File: src/rtl/core_dout_tx.sv
// core_dout_tx: queues EQUAL (match index) and BATCH_COMPLETE events and serialises them as nibble packets.
// Latency: an equal pulse in cycle t is pushed at the end of t, and N0 appears on core_dout at t+2 when idle and ready.
// Backpressure: a packet starts only while core_dout_ready=1; afterwards it waits for ready=0, counted from packet start.
//
// Ports:
//   CLK, RST         clock, synchronous active-high reset
//   equal/equal_idx  one-cycle match pulse with its 16-bit index, pushed into the EQUAL queue
//   batch_complete   one-cycle pulse that sets the single pending-batch flag
//   core_dout_ready  receiver ready (high = a packet may start)
//   core_dout        registered nibble bus: 1, {00,EQ,BC}[, idx nibbles LSB first]; 0 when idle
//   busy             queue non-empty, batch pending or FSM not idle
//   err_overflow     sticky: equal arrived while the queue was full
//   err_batch        sticky: batch_complete arrived while one was already pending
module core_dout_tx #(
    parameter int FIFO_DEPTH = 4
) (
    input  logic        CLK,
    input  logic        RST,
    input  logic        equal,
    input  logic [15:0] equal_idx,
    input  logic        batch_complete,
    input  logic        core_dout_ready,
    output logic [3:0]  core_dout,
    output logic        busy,
    output logic        err_overflow,
    output logic        err_batch
);

    localparam int PW = $clog2(FIFO_DEPTH);
    localparam int CW = PW + 1;

    typedef enum logic [1:0] {
        IDLE     = 2'd0,
        SEND     = 2'd1,
        WAIT_ACK = 2'd2
    } state_t;

    // ------------------------------------------------------------------
    // EQUAL index queue
    // ------------------------------------------------------------------
    logic [15:0]   fifo_mem_q [FIFO_DEPTH];
    logic [PW-1:0] wr_ptr_q, wr_ptr_d;
    logic [PW-1:0] rd_ptr_q, rd_ptr_d;
    logic [CW-1:0] count_q, count_d;
    logic          fifo_empty, fifo_full;
    logic          push, pop;

    // ------------------------------------------------------------------
    // Pending batch flag, sticky errors
    // ------------------------------------------------------------------
    logic batch_q, batch_d;
    logic err_ovf_q, err_ovf_d;
    logic err_bat_q, err_bat_d;

    // ------------------------------------------------------------------
    // Packet FSM
    // ------------------------------------------------------------------
    state_t      state_q, state_d;
    logic [2:0]  cnt_q, cnt_d;        // index of the nibble currently on the bus
    logic [3:0]  dout_q, dout_d;
    logic        eq_q, eq_d;          // latched header bits of the packet in flight
    logic        bc_q, bc_d;
    logic [15:0] idx_q, idx_d;
    logic        seen_low_q, seen_low_d;

    logic        start_pkt;
    logic        hdr_eq, hdr_bc;
    logic        batch_clr;
    logic [2:0]  cnt_next;
    logic [2:0]  last_nib;

    assign fifo_empty = (count_q == '0);
    assign fifo_full  = (count_q == CW'(FIFO_DEPTH));

    assign start_pkt = (state_q == IDLE) && core_dout_ready && (!fifo_empty || batch_q);

    // Header selection. BATCH_COMPLETE rides on an EQUAL packet only when
    // that EQUAL is the last one queued, so the batch marker can never
    // overtake an earlier match.
    assign hdr_eq = !fifo_empty;
    assign hdr_bc = fifo_empty ? batch_q
                               : (batch_q && (count_q == CW'(1)) && !equal);
    assign batch_clr = start_pkt && hdr_bc;

    assign pop  = start_pkt && !fifo_empty;
    // A full queue still accepts a push when the head leaves in the same cycle.
    assign push = equal && (!fifo_full || pop);

    always_comb begin
        wr_ptr_d = wr_ptr_q;
        rd_ptr_d = rd_ptr_q;
        count_d  = count_q;
        if (push) begin
            wr_ptr_d = wr_ptr_q + PW'(1);
        end
        if (pop) begin
            rd_ptr_d = rd_ptr_q + PW'(1);
        end
        case ({push, pop})
            2'b10:   count_d = count_q + CW'(1);
            2'b01:   count_d = count_q - CW'(1);
            default: count_d = count_q;
        endcase
    end

    always_comb begin
        batch_d   = (batch_q && !batch_clr) || batch_complete;
        err_ovf_d = err_ovf_q || (equal && fifo_full && !pop);
        err_bat_d = err_bat_q || (batch_complete && batch_q && !batch_clr);
    end

    assign cnt_next = cnt_q + 3'd1;
    assign last_nib = eq_q ? 3'd5 : 3'd1;

    always_comb begin
        state_d    = state_q;
        cnt_d      = cnt_q;
        dout_d     = 4'h0;
        eq_d       = eq_q;
        bc_d       = bc_q;
        idx_d      = idx_q;
        seen_low_d = seen_low_q;

        case (state_q)
            IDLE: begin
                if (start_pkt) begin
                    state_d    = SEND;
                    cnt_d      = 3'd0;
                    dout_d     = 4'h1;
                    eq_d       = hdr_eq;
                    bc_d       = hdr_bc;
                    idx_d      = hdr_eq ? fifo_mem_q[rd_ptr_q] : 16'h0000;
                    seen_low_d = 1'b0;
                end
            end
            SEND: begin
                // The receiver normally drops ready while a long packet is
                // still being sent, so the drop is remembered here.
                if (!core_dout_ready) begin
                    seen_low_d = 1'b1;
                end
                if (cnt_q == last_nib) begin
                    state_d = WAIT_ACK;
                    dout_d  = 4'h0;
                end else begin
                    cnt_d = cnt_next;
                    case (cnt_next)
                        3'd1:    dout_d = {2'b00, eq_q, bc_q};
                        3'd2:    dout_d = idx_q[3:0];
                        3'd3:    dout_d = idx_q[7:4];
                        3'd4:    dout_d = idx_q[11:8];
                        3'd5:    dout_d = idx_q[15:12];
                        default: dout_d = 4'h0;
                    endcase
                end
            end
            WAIT_ACK: begin
                if (seen_low_q || !core_dout_ready) begin
                    state_d = IDLE;
                end
            end
            default: begin
                state_d = IDLE;
            end
        endcase
    end

    // Queue storage carries no reset; entries are only read while counted.
    always_ff @(posedge CLK) begin
        if (push) begin
            fifo_mem_q[wr_ptr_q] <= equal_idx;
        end
    end

    always_ff @(posedge CLK) begin
        if (RST) begin
            wr_ptr_q   <= '0;
            rd_ptr_q   <= '0;
            count_q    <= '0;
            batch_q    <= 1'b0;
            err_ovf_q  <= 1'b0;
            err_bat_q  <= 1'b0;
            state_q    <= IDLE;
            cnt_q      <= 3'd0;
            dout_q     <= 4'h0;
            eq_q       <= 1'b0;
            bc_q       <= 1'b0;
            idx_q      <= 16'h0000;
            seen_low_q <= 1'b0;
        end else begin
            wr_ptr_q   <= wr_ptr_d;
            rd_ptr_q   <= rd_ptr_d;
            count_q    <= count_d;
            batch_q    <= batch_d;
            err_ovf_q  <= err_ovf_d;
            err_bat_q  <= err_bat_d;
            state_q    <= state_d;
            cnt_q      <= cnt_d;
            dout_q     <= dout_d;
            eq_q       <= eq_d;
            bc_q       <= bc_d;
            idx_q      <= idx_d;
            seen_low_q <= seen_low_d;
        end
    end

    assign core_dout    = dout_q;
    assign busy         = !fifo_empty || batch_q || (state_q != IDLE);
    assign err_overflow = err_ovf_q;
    assign err_batch    = err_bat_q;

endmodule

File: config.mk
export PLATFORM = sky130hd
export DESIGN_NAME = core_dout_tx
export DESIGN_NICKNAME = d
export VERILOG_FILES = /design/src/rtl/core_dout_tx.sv
export SDC_FILE = /design/constraint.sdc
export NUM_CORES = 1
export LEC_CHECK = 0
export ABC_AREA = 1
export BUFFER_PORTS_ARGS = -buffer_cell sky130_fd_sc_hd__buf_4
export CAP_MARGIN = 10
export CORE_AREA = 2 2 124 96
export CTS_CLUSTER_SIZE = 30
export DETAILED_ROUTE_END_ITERATION = 8
export DIE_AREA = 0 0 126 98
export GPL_ROUTABILITY_DRIVEN = 0
export PLACE_DENSITY = 0.52
export SYNTH_ARGS = -nofsm -noshare
export SYNTH_HDL_FRONTEND = slang
export SYNTH_SLANG_ARGS = --single-unit
File: constraint.sdc
create_clock -name CLK -period 2.9 [get_ports CLK]
set_input_delay 0.58 -clock CLK [delete_from_list [all_inputs] [get_ports CLK]]
set_output_delay 0.58 -clock CLK [all_outputs]
set_load 0.02 [all_outputs]
==> results.json <==
{
  "synth-warning-count": 0,
  "power.static_leakage_nw": 1.89,
  "cp_data_required_time_ns": 3.13,
  "placedCellCount": 600,
  "post_layout_nonfiller_instances": 616,
  "synth_top_cell_by_area": "sky130_fd_sc_hd__edfxtp_1",
  "antenna_cells": 0,
  "clkTransAtPathRegs_ns": 0.07,
  "clock_sink_total": 104,
  "fin_nets": 503,
  "critPathMaxFanout": 5,
  "worst_r2r_path_depth": 13,
  "clock_tree.buffer_depth": 2,
  "crit_chain": "inv_1, ha_1, inv_1, nor2_2, nand2_1, nand3_1, nand3_1, nand2_1, ha_1, nor2_1, o21ai_0, o21ai_0, a21oi_1",
  "totalNegativeSetupSlack_ns": 0,
  "post_synth_instance_area_um2": 4330,
  "number_of_enable_flip_flop_cells_after_synthesis": 64,
  "clock_latency_ns": 0.34,
  "layout_setup_ws_ns": 0.623,
  "groute.usage.overall": 0.148,
  "slowest_delay_ns": 0.38,
  "timing.final.crit_share": 0.785,
  "syn2layout_area_growth_pct": 15.4,
  "crit_type": "reg -> reg",
  "powerDensity_nw_per_um2": 744,
  "post_cts_resize_count": 0,
  "critical_path.startpoint": "count_q[0]",
  "main_flop_type_after_synthesis": "sky130_fd_sc_hd__edfxtp_1",
  "yosys.cell_count.top_type": "sky130_fd_sc_hd__nand2_1",
  "dr_total_vias": 2955,
  "buffer_ports.inserted": 27,
  "final_period_minus_worst_setup_slack_ns": 2.28,
  "final-max-slew-violation-count": 0,
  "grt_antenna_before_repair": 0,
  "net-switching-power_w": 0.00104,
  "crit-reg2reg-launch": "count_q[0]",
  "first_iter_violations": 178,
  "yosysSeqAreaShare": 0.629,
  "grt_pass1_wl_um": 14100,
  "synth_cell_type_count": 25,
  "postSynthNetCount": 473,
  "postSynthAreaPerCell_um2": 9.91,
  "cts_tree": "built",
  "timing.max_slew.rel_slack": 0.370,
  "design.core.area_um2": 11200,
  "grt_pass1_vias": 2909,
  "synth_commonest_cells": "sky130_fd_sc_hd__nand2_1, sky130_fd_sc_hd__nor2_1, sky130_fd_sc_hd__edfxtp_1, sky130_fd_sc_hd__o21ai_0, sky130_fd_sc_hd__dfxtp_1",
  "cts_buffers": 9,
  "postCtsHoldBufs": 0,
  "clock_power_share": 0.340,
  "critical_path.top_delay_family": "simple AND/OR/NAND/NOR gates",
  "detailedRoute.firstPassIterationCount": 4,
  "cts.htree.levels": 3,
  "synth_cells": 437,
  "run_status": "finished, final reports clean",
  "max_cap_violations": 0,
  "share_of_cells_above_drive_strength_1": 0.123,
  "final_core_util": 0.445,
  "p_sw_frac": 0.279,
  "finalHoldViolations": 0,
  "wl_um": 8450,
  "floorplan.io_pins": 28,
  "critical_path.endpoint": "count_q[2]",
  "synth_top_cell_area_share": 0.444,
  "crit_path_top_delay_cell": "sky130_fd_sc_hd__ha_1",
  "placement_rows": 34,
  "dieHeight_um": 98,
  "route.detailed.vias_per_inst": 4.80,
  "regToRegSetupSlack_ns": 0.62,
  "route.antenna.remaining_nets": 0,
  "detailed_route_wire_length_per_cell_um": 13.7,
  "yosys-top-cells-area": "sky130_fd_sc_hd__edfxtp_1, sky130_fd_sc_hd__dfxtp_1, sky130_fd_sc_hd__nand2_1, sky130_fd_sc_hd__o21ai_0, sky130_fd_sc_hd__nor2_1",
  "timing.critical_path.buf_inv": 2,
  "critical_path.startpoint_type": "flop",
  "hold_class": "in -> reg",
  "die-area_um2": 12300,
  "initial_utilization": 0.386,
  "drt_drc_violations_left": 0,
  "critPathArrivalTime_ns": 2.51,
  "half_perimeter_wire_length_of_the_detailed_placement_result_um": 5520,
  "r2r_end": "count_q[2]",
  "grt_max_degree": 33,
  "setup_violations": 0,
  "grt.overflow.total": 0,
  "timing.clock.skew_ns": 0.00903,
  "ys_ff_latch": 104,
  "die_width_um": 126,
  "cell_internal_pwr_w": 0.00268,
  "worst_setup_path_end_kind": "flop",
  "max_slew.worst_pin.slew_ns": 0.944,
  "detailedPlace.worstSlack_ns": 0.647,
  "synth_async_sr_flop_share": 0,
  "highest_achievable_clock_rate_mhz": 439,
  "timing.critical_path.depth": 13,
  "power.share.combinational": 0.184,
  "worst_ir_drop_vdd_uv": 322,
  "grt_setup_unrepaired": "no",
  "total_power_w": 0.00372,
  "clk_root_buffer_cell": "sky130_fd_sc_hd__clkbuf_16",
  "seq_pwr_share": 0.475,
  "post_cts_setup_driven_buffer_insertion_count": 0
}
sequential cells by signal (all words and copies together), names as in the netlist, named ones only:
name          flops
batch_q           1
bc_q              1
cnt_q             3
core_dout         4
count_q           3
eq_q              1
err_batch         1
err_overflow      1
fifo_mem_q       64
idx_q            16
rd_ptr_q          2
seen_low_q        1
state_q           2
wr_ptr_q          2
stage by stage:
step                hold WS, ns  area [µm²]
floorplan                 0.440        4330
global placement          0.440        4690
detailed placement        0.450        4690
CTS                       0.425        5000
global route              0.422        5000
finish                    0.437        5000
kinds of logic after synthesis:
family,share of synthesized area
xor+xnor,0.00405
compound gates,0.111
fa+ha+maj,0.0433
flops,0.629
simple gates,0.164
buf+inv,0.0491
power by group through the flow:
stage | clock (W) | sequential [W] | combinational (W)
3_3_place_gp | 0 | 0.00180 | 0.000686
6_report | 0.00127 | 0.00177 | 0.000684
2_1_floorplan | 0 | 0.00179 | 0.000501
3_5_place_dp | 0 | 0.00180 | 0.000697
5_1_grt | 0.00136 | 0.00178 | 0.000795
4_1_cts | 0.00129 | 0.00177 | 0.000701
cell type report:
class                   count  area [µm²]
clock buffers              10         229
clock inverters             6        83.8
fillers                  1088        6230
inverters                  34         133
multi-input cells         284        1400
flip-flops and latches    104        2720
well taps                 144         180
repair buffers             34         255
layout by cell type, fill, tap and decap left out, types with 2 or more instances in the layout:
cell type	n
sky130_fd_sc_hd__xor2_1	2
sky130_fd_sc_hd__buf_4	34
sky130_fd_sc_hd__o21ai_0	54
sky130_fd_sc_hd__o21ai_1	4
sky130_fd_sc_hd__a21oi_2	3
sky130_fd_sc_hd__nor2_1	71
sky130_fd_sc_hd__nor2_4	2
sky130_fd_sc_hd__nand2_1	77
sky130_fd_sc_hd__a21oi_1	31
sky130_fd_sc_hd__dfxtp_1	40
sky130_fd_sc_hd__clkbuf_16	9
sky130_fd_sc_hd__nand3_1	18
sky130_fd_sc_hd__bufinv_16	2
sky130_fd_sc_hd__clkinvlp_4	2
sky130_fd_sc_hd__ha_1	15
sky130_fd_sc_hd__inv_1	32
sky130_fd_sc_hd__nand4_1	3
sky130_fd_sc_hd__edfxtp_1	64
metal layers:
metal	up-vias	track usage	share of wire
met3	17	0.0411	0.031
li1	1521	-	-
met1	1374	0.190	0.49
met5	-	0	0
met4	0	0.0626	0.024
met2	43	0.237	0.46
worst min-delay path by stage:
stage | endpoint | slack (ns) | cells after the start | from
6_report | fifo_mem_q[0][5] | 0.44 | 1 | equal_idx[5]
5_1_grt | fifo_mem_q[0][2] | 0.42 | 1 | equal_idx[2]
3_3_place_gp | err_overflow | 0.44 | 2 | err_overflow
4_1_cts | fifo_mem_q[0][2] | 0.42 | 1 | equal_idx[2]
2_1_floorplan | seen_low_q | 0.44 | 2 | seen_low_q
3_5_place_dp | err_overflow | 0.45 | 2 | err_overflow
(Power assumes the default switching activity.)
